File: src/rtl/vga_pkg.sv
// VGA timing package: default 640x480@60 timing, sync polarity,
// coordinate width and the registered sync bundle shared by VGA blocks.
package vga_pkg;

  localparam int COORD_W = 16;

  localparam int DEF_H_DISPLAY = 640;
  localparam int DEF_H_FRONT   = 16;
  localparam int DEF_H_SYNC    = 96;
  localparam int DEF_H_BACK    = 48;
  localparam int DEF_H_TOTAL   = DEF_H_DISPLAY + DEF_H_FRONT
                               + DEF_H_SYNC + DEF_H_BACK;

  localparam int DEF_V_DISPLAY = 480;
  localparam int DEF_V_FRONT   = 10;
  localparam int DEF_V_SYNC    = 2;
  localparam int DEF_V_BACK    = 33;
  localparam int DEF_V_TOTAL   = DEF_V_DISPLAY + DEF_V_FRONT
                               + DEF_V_SYNC + DEF_V_BACK;

  localparam int DEF_CLK_DIV   = 4;

  localparam logic SYNC_ACTIVE = 1'b0;

  typedef struct packed {
    logic hsync;
    logic vsync;
    logic video;
  } sync_t;

  function automatic logic in_span(
    input logic [COORD_W-1:0] v,
    input logic [COORD_W-1:0] lo,
    input logic [COORD_W-1:0] hi
  );
    return (v >= lo) && (v <= hi);
  endfunction

endpackage

File: src/rtl/vga_timing_gen_if.sv
// Timing bus from the VGA timing generator to its consumers:
// pixel enable, raster position and registered sync/blank strobes.
interface vga_timing_gen_if;
  import vga_pkg::*;

  logic               p_tick;
  logic [COORD_W-1:0] xpixel;
  logic [COORD_W-1:0] ypixel;
  logic               video;
  logic               hsync;
  logic               vsync;
  logic               frame_start;

  modport master (
    output p_tick,
    output xpixel,
    output ypixel,
    output video,
    output hsync,
    output vsync,
    output frame_start
  );

  modport slave (
    input p_tick,
    input xpixel,
    input ypixel,
    input video,
    input hsync,
    input vsync,
    input frame_start
  );

endinterface

File: src/rtl/pixel_tick_div.sv
// Pixel clock enable: counts 0..DIV-1 and flags the last count.
// Gated by reset so the enable is low while reset is applied.
module pixel_tick_div #(
  parameter int DIV = 4
) (
  input  logic clk,
  input  logic reset,
  output logic p_tick
);

  localparam logic [3:0] LAST = 4'(DIV - 1);

  logic [3:0] cnt;

  assign p_tick = !reset && (cnt == LAST);

  // divider counter, wraps after the enable cycle
  always_ff @(posedge clk) begin
    if (reset)
      cnt <= '0;
    else if (cnt == LAST)
      cnt <= '0;
    else
      cnt <= cnt + 4'd1;
  end

endmodule

File: src/rtl/vga_timing_gen.sv
// VGA raster timing: x/y counters advanced by the pixel enable,
// sync/blank decoded from next-state counters so all outputs move together.
module vga_timing_gen
  import vga_pkg::*;
#(
  parameter int H_DISPLAY = DEF_H_DISPLAY,
  parameter int H_FRONT   = DEF_H_FRONT,
  parameter int H_SYNC    = DEF_H_SYNC,
  parameter int H_BACK    = DEF_H_BACK,
  parameter int V_DISPLAY = DEF_V_DISPLAY,
  parameter int V_FRONT   = DEF_V_FRONT,
  parameter int V_SYNC    = DEF_V_SYNC,
  parameter int V_BACK    = DEF_V_BACK,
  parameter int CLK_DIV   = DEF_CLK_DIV
) (
  input  logic              clk,
  input  logic              reset,
  vga_timing_gen_if.master  vga
);

  localparam int H_TOTAL = H_DISPLAY + H_FRONT + H_SYNC + H_BACK;
  localparam int V_TOTAL = V_DISPLAY + V_FRONT + V_SYNC + V_BACK;

  localparam logic [COORD_W-1:0] H_LAST = COORD_W'(H_TOTAL - 1);
  localparam logic [COORD_W-1:0] V_LAST = COORD_W'(V_TOTAL - 1);
  localparam logic [COORD_W-1:0] H_VIS  = COORD_W'(H_DISPLAY);
  localparam logic [COORD_W-1:0] V_VIS  = COORD_W'(V_DISPLAY);
  localparam logic [COORD_W-1:0] HS_BEG = COORD_W'(H_DISPLAY + H_FRONT);
  localparam logic [COORD_W-1:0] HS_END =
    COORD_W'(H_DISPLAY + H_FRONT + H_SYNC - 1);
  localparam logic [COORD_W-1:0] VS_BEG = COORD_W'(V_DISPLAY + V_FRONT);
  localparam logic [COORD_W-1:0] VS_END =
    COORD_W'(V_DISPLAY + V_FRONT + V_SYNC - 1);

  localparam sync_t SYNC_RST = '{
    hsync: ~SYNC_ACTIVE,
    vsync: ~SYNC_ACTIVE,
    video: 1'b1
  };

  logic               tick;
  logic [COORD_W-1:0] x;
  logic [COORD_W-1:0] y;
  logic [COORD_W-1:0] x_next;
  logic [COORD_W-1:0] y_next;
  logic               wrap;
  sync_t              sync_q;
  sync_t              sync_d;
  logic               fs_q;

  pixel_tick_div #(
    .DIV (CLK_DIV)
  ) u_div (
    .clk    (clk),
    .reset  (reset),
    .p_tick (tick)
  );

  // next raster position; frame wrap when leaving the last pixel
  always_comb begin
    x_next = x;
    y_next = y;
    wrap   = 1'b0;
    if (tick) begin
      if (x == H_LAST) begin
        x_next = '0;
        if (y == V_LAST) begin
          y_next = '0;
          wrap   = 1'b1;
        end else begin
          y_next = y + 16'd1;
        end
      end else begin
        x_next = x + 16'd1;
      end
    end
  end

  // sync and blank decoded from the position being loaded this edge
  always_comb begin
    sync_d       = SYNC_RST;
    sync_d.hsync = in_span(x_next, HS_BEG, HS_END)
                 ? SYNC_ACTIVE : ~SYNC_ACTIVE;
    sync_d.vsync = in_span(y_next, VS_BEG, VS_END)
                 ? SYNC_ACTIVE : ~SYNC_ACTIVE;
    sync_d.video = (x_next < H_VIS) && (y_next < V_VIS);
  end

  // position, strobes and frame pulse; reset wins over any tick
  always_ff @(posedge clk) begin
    if (reset) begin
      x      <= '0;
      y      <= '0;
      sync_q <= SYNC_RST;
      fs_q   <= 1'b0;
    end else begin
      x      <= x_next;
      y      <= y_next;
      sync_q <= sync_d;
      fs_q   <= wrap;
    end
  end

  assign vga.p_tick      = tick;
  assign vga.xpixel      = x;
  assign vga.ypixel      = y;
  assign vga.video       = sync_q.video;
  assign vga.hsync       = sync_q.hsync;
  assign vga.vsync       = sync_q.vsync;
  assign vga.frame_start = fs_q;

endmodule

File: src/flat_wrapper.sv
// flat-port wrapper written by rule: the top's interface ports become plain ports
module vga_timing_gen_flat import vga_pkg::*;
#(
  parameter int H_DISPLAY = DEF_H_DISPLAY,
  parameter int H_FRONT   = DEF_H_FRONT,
  parameter int H_SYNC    = DEF_H_SYNC,
  parameter int H_BACK    = DEF_H_BACK,
  parameter int V_DISPLAY = DEF_V_DISPLAY,
  parameter int V_FRONT   = DEF_V_FRONT,
  parameter int V_SYNC    = DEF_V_SYNC,
  parameter int V_BACK    = DEF_V_BACK,
  parameter int CLK_DIV   = DEF_CLK_DIV
)
  (clk, reset, vga_p_tick, vga_xpixel, vga_ypixel, vga_video, vga_hsync, vga_vsync, vga_frame_start);
  vga_timing_gen_if vga_i ();
  input  logic clk;
  input  logic reset;
  output wire logic [$bits(vga_i.p_tick)-1:0] vga_p_tick;
  output wire logic [$bits(vga_i.xpixel)-1:0] vga_xpixel;
  output wire logic [$bits(vga_i.ypixel)-1:0] vga_ypixel;
  output wire logic [$bits(vga_i.video)-1:0] vga_video;
  output wire logic [$bits(vga_i.hsync)-1:0] vga_hsync;
  output wire logic [$bits(vga_i.vsync)-1:0] vga_vsync;
  output wire logic [$bits(vga_i.frame_start)-1:0] vga_frame_start;
  assign vga_p_tick = vga_i.p_tick;
  assign vga_xpixel = vga_i.xpixel;
  assign vga_ypixel = vga_i.ypixel;
  assign vga_video = vga_i.video;
  assign vga_hsync = vga_i.hsync;
  assign vga_vsync = vga_i.vsync;
  assign vga_frame_start = vga_i.frame_start;
  vga_timing_gen #(.H_DISPLAY(H_DISPLAY), .H_FRONT(H_FRONT), .H_SYNC(H_SYNC), .H_BACK(H_BACK), .V_DISPLAY(V_DISPLAY), .V_FRONT(V_FRONT), .V_SYNC(V_SYNC), .V_BACK(V_BACK), .CLK_DIV(CLK_DIV)) u_core (.clk(clk), .reset(reset), .vga(vga_i));
endmodule
File: config.mk
export PLATFORM = sky130hd
export DESIGN_NAME = vga_timing_gen_flat
export DESIGN_NICKNAME = d
export VERILOG_FILES = /design/src/rtl/vga_pkg.sv /design/src/rtl/vga_timing_gen_if.sv /design/src/rtl/pixel_tick_div.sv /design/src/rtl/vga_timing_gen.sv /design/src/flat_wrapper.sv
export SDC_FILE = /design/constraint.sdc
export NUM_CORES = 1
export LEC_CHECK = 0
export CAP_MARGIN = 20
export CELL_PAD_IN_SITES_DETAIL_PLACEMENT = 1
export CELL_PAD_IN_SITES_GLOBAL_PLACEMENT = 2
export CORE_AREA = 2 2 92 86
export DETAILED_ROUTE_END_ITERATION = 7
export DIE_AREA = 0 0 94 88
export GPL_TIMING_DRIVEN = 0
export PLACE_DENSITY = 0.78
export SYNTH_ARGS = -nofsm -noshare
export SYNTH_HDL_FRONTEND = slang
export SYNTH_HIERARCHICAL = 1
export SYNTH_SLANG_ARGS = --single-unit
export TNS_END_PERCENT = 10
File: constraint.sdc
create_clock -name clk -period 3.5 [get_ports clk]
set_input_delay 0.875 -clock clk [delete_from_list [all_inputs] [get_ports clk]]
set_output_delay 0.875 -clock clk [all_outputs]
set_load 0.01 [all_outputs]
==> results.py <==
metrics = {
    "status": {
        "outcome": "complete, no violations",
    },
    "setup_path": {
        "crit_fanout": 10,
        "worstSetupEndpointType": "register",
        "critPathMaxStageDelay_ps": 550,
        "crit_slowest_cell": "clkdlybuf4s50_1",
        "cp.buffers_inverters": 2,
        "cp_top_family": "simple AND/OR/NAND/NOR gates",
        "crit_arrival_ps": 3430,
        "worstPathCellList": "clkdlybuf4s50_1 > nor2b_2 > nand4_2 > nand3b_4 > buf_6 > nor3_4 > nand4_1 > a221oi_2 > nand4_1",
        "start_kind": "input pin",
        "cp_common_cell": "nand4_1",
        "required_ps": 3660,
        "worstSetupPathType": "in -> reg",
    },
    "logic_synthesis": {
        "yosysTopAreaCellShare_pct": 36.2,
        "synthArstFlopShare_pct": 0,
        "synthCells": 250,
        "syn_area_per_cell_um2": 8.84,
        "synth_area_leader_cell": "dfxtp_1",
        "ys.flop_type": "dfxtp_1",
        "synth_seq_cells": 40,
        "synth_area_leaders": "dfxtp_1 36%, nor2_1 6.1%, xor2_1 5.5%, xnor2_1 5.2%, nor3_1 2.9%",
        "ys_seq_area_share_pct": 36.2,
        "mappedNetlistArea_um2": 2210,
        "synth_nets": 256,
        "yosysWarningCount": 6,
        "synth_edf_count": 0,
        "ys_types": 58,
    },
    "cts": {
        "cts_htree_levels": 2,
        "cts_sinks": 40,
        "cts_tree": "yes",
        "clockBufferDepth": 2,
        "path_clk_slew_ps": 80,
        "worstSkewPairLatency_ps": 290,
        "root_buffer": "clkbuf_8",
        "cts_buffers": 5,
    },
    "route": {
        "routedWlPerCell_um": 15.6,
        "avgViaCountPerCell": 4.99,
        "drcViolationCount": 0,
        "postRouteAntennaNets": 0,
        "vias": 1957,
        "drtIter0Drc": 67,
        "finalWirelength_mm": 6.12,
        "drt_pass1_iterations": 4,
    },
    "timing": {
        "period_share_pct": 93.4,
        "finalHoldViolCount": 0,
        "skew_ps": 5.56,
        "period_needed_ps": 3270,
        "grt_setup_unrepaired": "false",
        "hold_slack_ps": 482,
        "drv_slew": 0,
        "max_freq_mhz": 306,
        "worst_pin_slew_ps": 553,
        "setup-violations-final": 0,
        "slew_headroom_pct": 63.1,
    },
    "global_routing": {
        "grt_overflow": 0,
        "grt_pass1_wl_mm": 9.88,
        "grt_start_max_net_pins": 13,
        "antenna_found_initial": 0,
        "grt_pass1_vias": 1924,
        "grt_usage_pct": 15.5,
    },
    "final_layout": {
        "final_common_cell": "dfxtp_1",
        "most-common-layout-cells": "40 x dfxtp_1, 38 x clkdlybuf4s50_1, 36 x nor2_1",
        "fin_util_pct": 38.4,
        "drive_above_1_share_pct": 11.1,
        "antenna_cells": 0,
        "finish.instance_area_um2": 2810,
        "nets": 301,
        "area_delta_synth_final_pct": 27.2,
    },
    "placement": {
        "place_area_um2": 2710,
        "place_congestion": 0.795,
        "io_buffers": 38,
        "hpwl_mm": 4.51,
    },
    "pwr": {
        "pwr-share-comb_pct": 2.8,
        "p_leak_nw": 0.969,
        "clock_power_share_pct": 40.5,
        "p_seq_share_pct": 56.7,
        "worst_ir_drop_vdd_v": 0.000110,
        "power.density_nw_per_um2": 289,
        "netSwitchingFraction_pct": 23.1,
        "net-switching-power_w": 0.000188,
        "p_int_w": 0.000625,
    },
    "die": {
        "die_h_um": 88,
        "die_w_um": 94,
        "start_util_pct": 30.2,
        "io_pins": 39,
        "core_um2": 7320,
        "dieArea_um2": 8270,
        "num_rows": 30,
    },
    "flow_run": {
        "cap_viol_max_count": 0,
    },
    "min_path": {
        "hold_class": "reg -> reg",
    },
}
## area by class of cell
cell class | count | area [um^2]
multi-input combinational | 195 | 1340
clock buffer | 6 | 82.6
clock inverter | 2 | 10.0
fill | 879 | 4510
tap | 96 | 120
sequential | 40 | 801
timing repair buffer | 38 | 380
buffer | 9 | 53.8
inverter | 6 | 22.5
## routing by layer
layer	track usage, %	vias up	part of all wire, %
met5	0	-	0
met4	4.48	0	0.80
met3	2.93	5	3.3
met2	24.3	36	45
met1	21.7	933	51
li1	-	983	-
## cell usage after synthesis, types with 5 or more instances
cell,instances
nor2_1,36
inv_1,6
xnor2_1,13
nand3_1,8
nor2b_1,8
and3_1,6
dfxtp_1,40
nand2_1,16
a21oi_1,5
nor3_1,13
clkbuf_1,5
nand4_1,8
xor2_1,14
## logic make-up after synthesis
kind of cell / synth area share [%]
DFF: 36.2
adders and majority gates: 2.27
muxes: 2.09
AOI/OAI and AO/OA: 9.06
xor gates and xnor gates: 10.7
and+or+nand+nor: 36.2
buffers and inverters: 3.45
## per-stage QoR
step / cells / power [W] / worst slack (ps) / setup TNS [ps]
after floorplan: 250 / 0.000486 / 674 / 0
after global placement: 384 / 0.000495 / -223 / -579
after detailed placement: 384 / 0.000495 / -236 / -658
after CTS: 392 / 0.000828 / 83.8 / 0
after global routing: 392 / 0.000848 / 32.3 / 0
final: 392 / 0.000813 / 231 / 0
## final timing paths
kind	start	to	slack [ps]	depth (start not counted)
hold / removal	u_core/u_div/cnt[0]	u_core/u_div/cnt[0]	480	1
setup / recovery	reset	u_core/vga.vsync	230	9
hold reg to reg	u_core/u_div/cnt[0]	u_core/u_div/cnt[0]	480	1
setup reg to reg	u_core/u_div/cnt[0]	u_core/vga.vsync	560	10
## sequential cells by signal, indices dropped and copies added, names as in the netlist
signal,cells
u_core/vga.xpixel,16
u_core/vga.ypixel,16
u_core/u_div/cnt,4
u_core/vga.frame_start,1
u_core/vga.hsync,1
u_core/vga.video,1
u_core/vga.vsync,1
## power by group through the flow
stage | Clock (W) | Combinational, W | Sequential [W]
2_1_floorplan | 0 | 0.0000139 | 0.000472
3_3_place_gp | 0 | 0.0000228 | 0.000472
3_5_place_dp | 0 | 0.0000235 | 0.000472
4_1_cts | 0.000343 | 0.0000235 | 0.000461
5_1_grt | 0.000359 | 0.0000267 | 0.000462
6_report | 0.000329 | 0.0000231 | 0.000461
## what timing repair did
action                                 CTS  global route
gates resized for setup                  0             2
hold buffers                             0             0
setup endpoints to repair                0             4
endpoints found under the hold margin    0             0
setup buffers                            0             0
## worst register-to-register path: stages, from the launching register on
cell and delay [ps]:
dfxtp_1 370, ha_1 190, nor3b_2 240, nor2b_2 340
nand4_2 270, nand3b_4 240, buf_6 170, nor3_4 250
nand4_1 180, a221oi_2 410, nand4_1 160
Power figures use the tool's default switching activity.
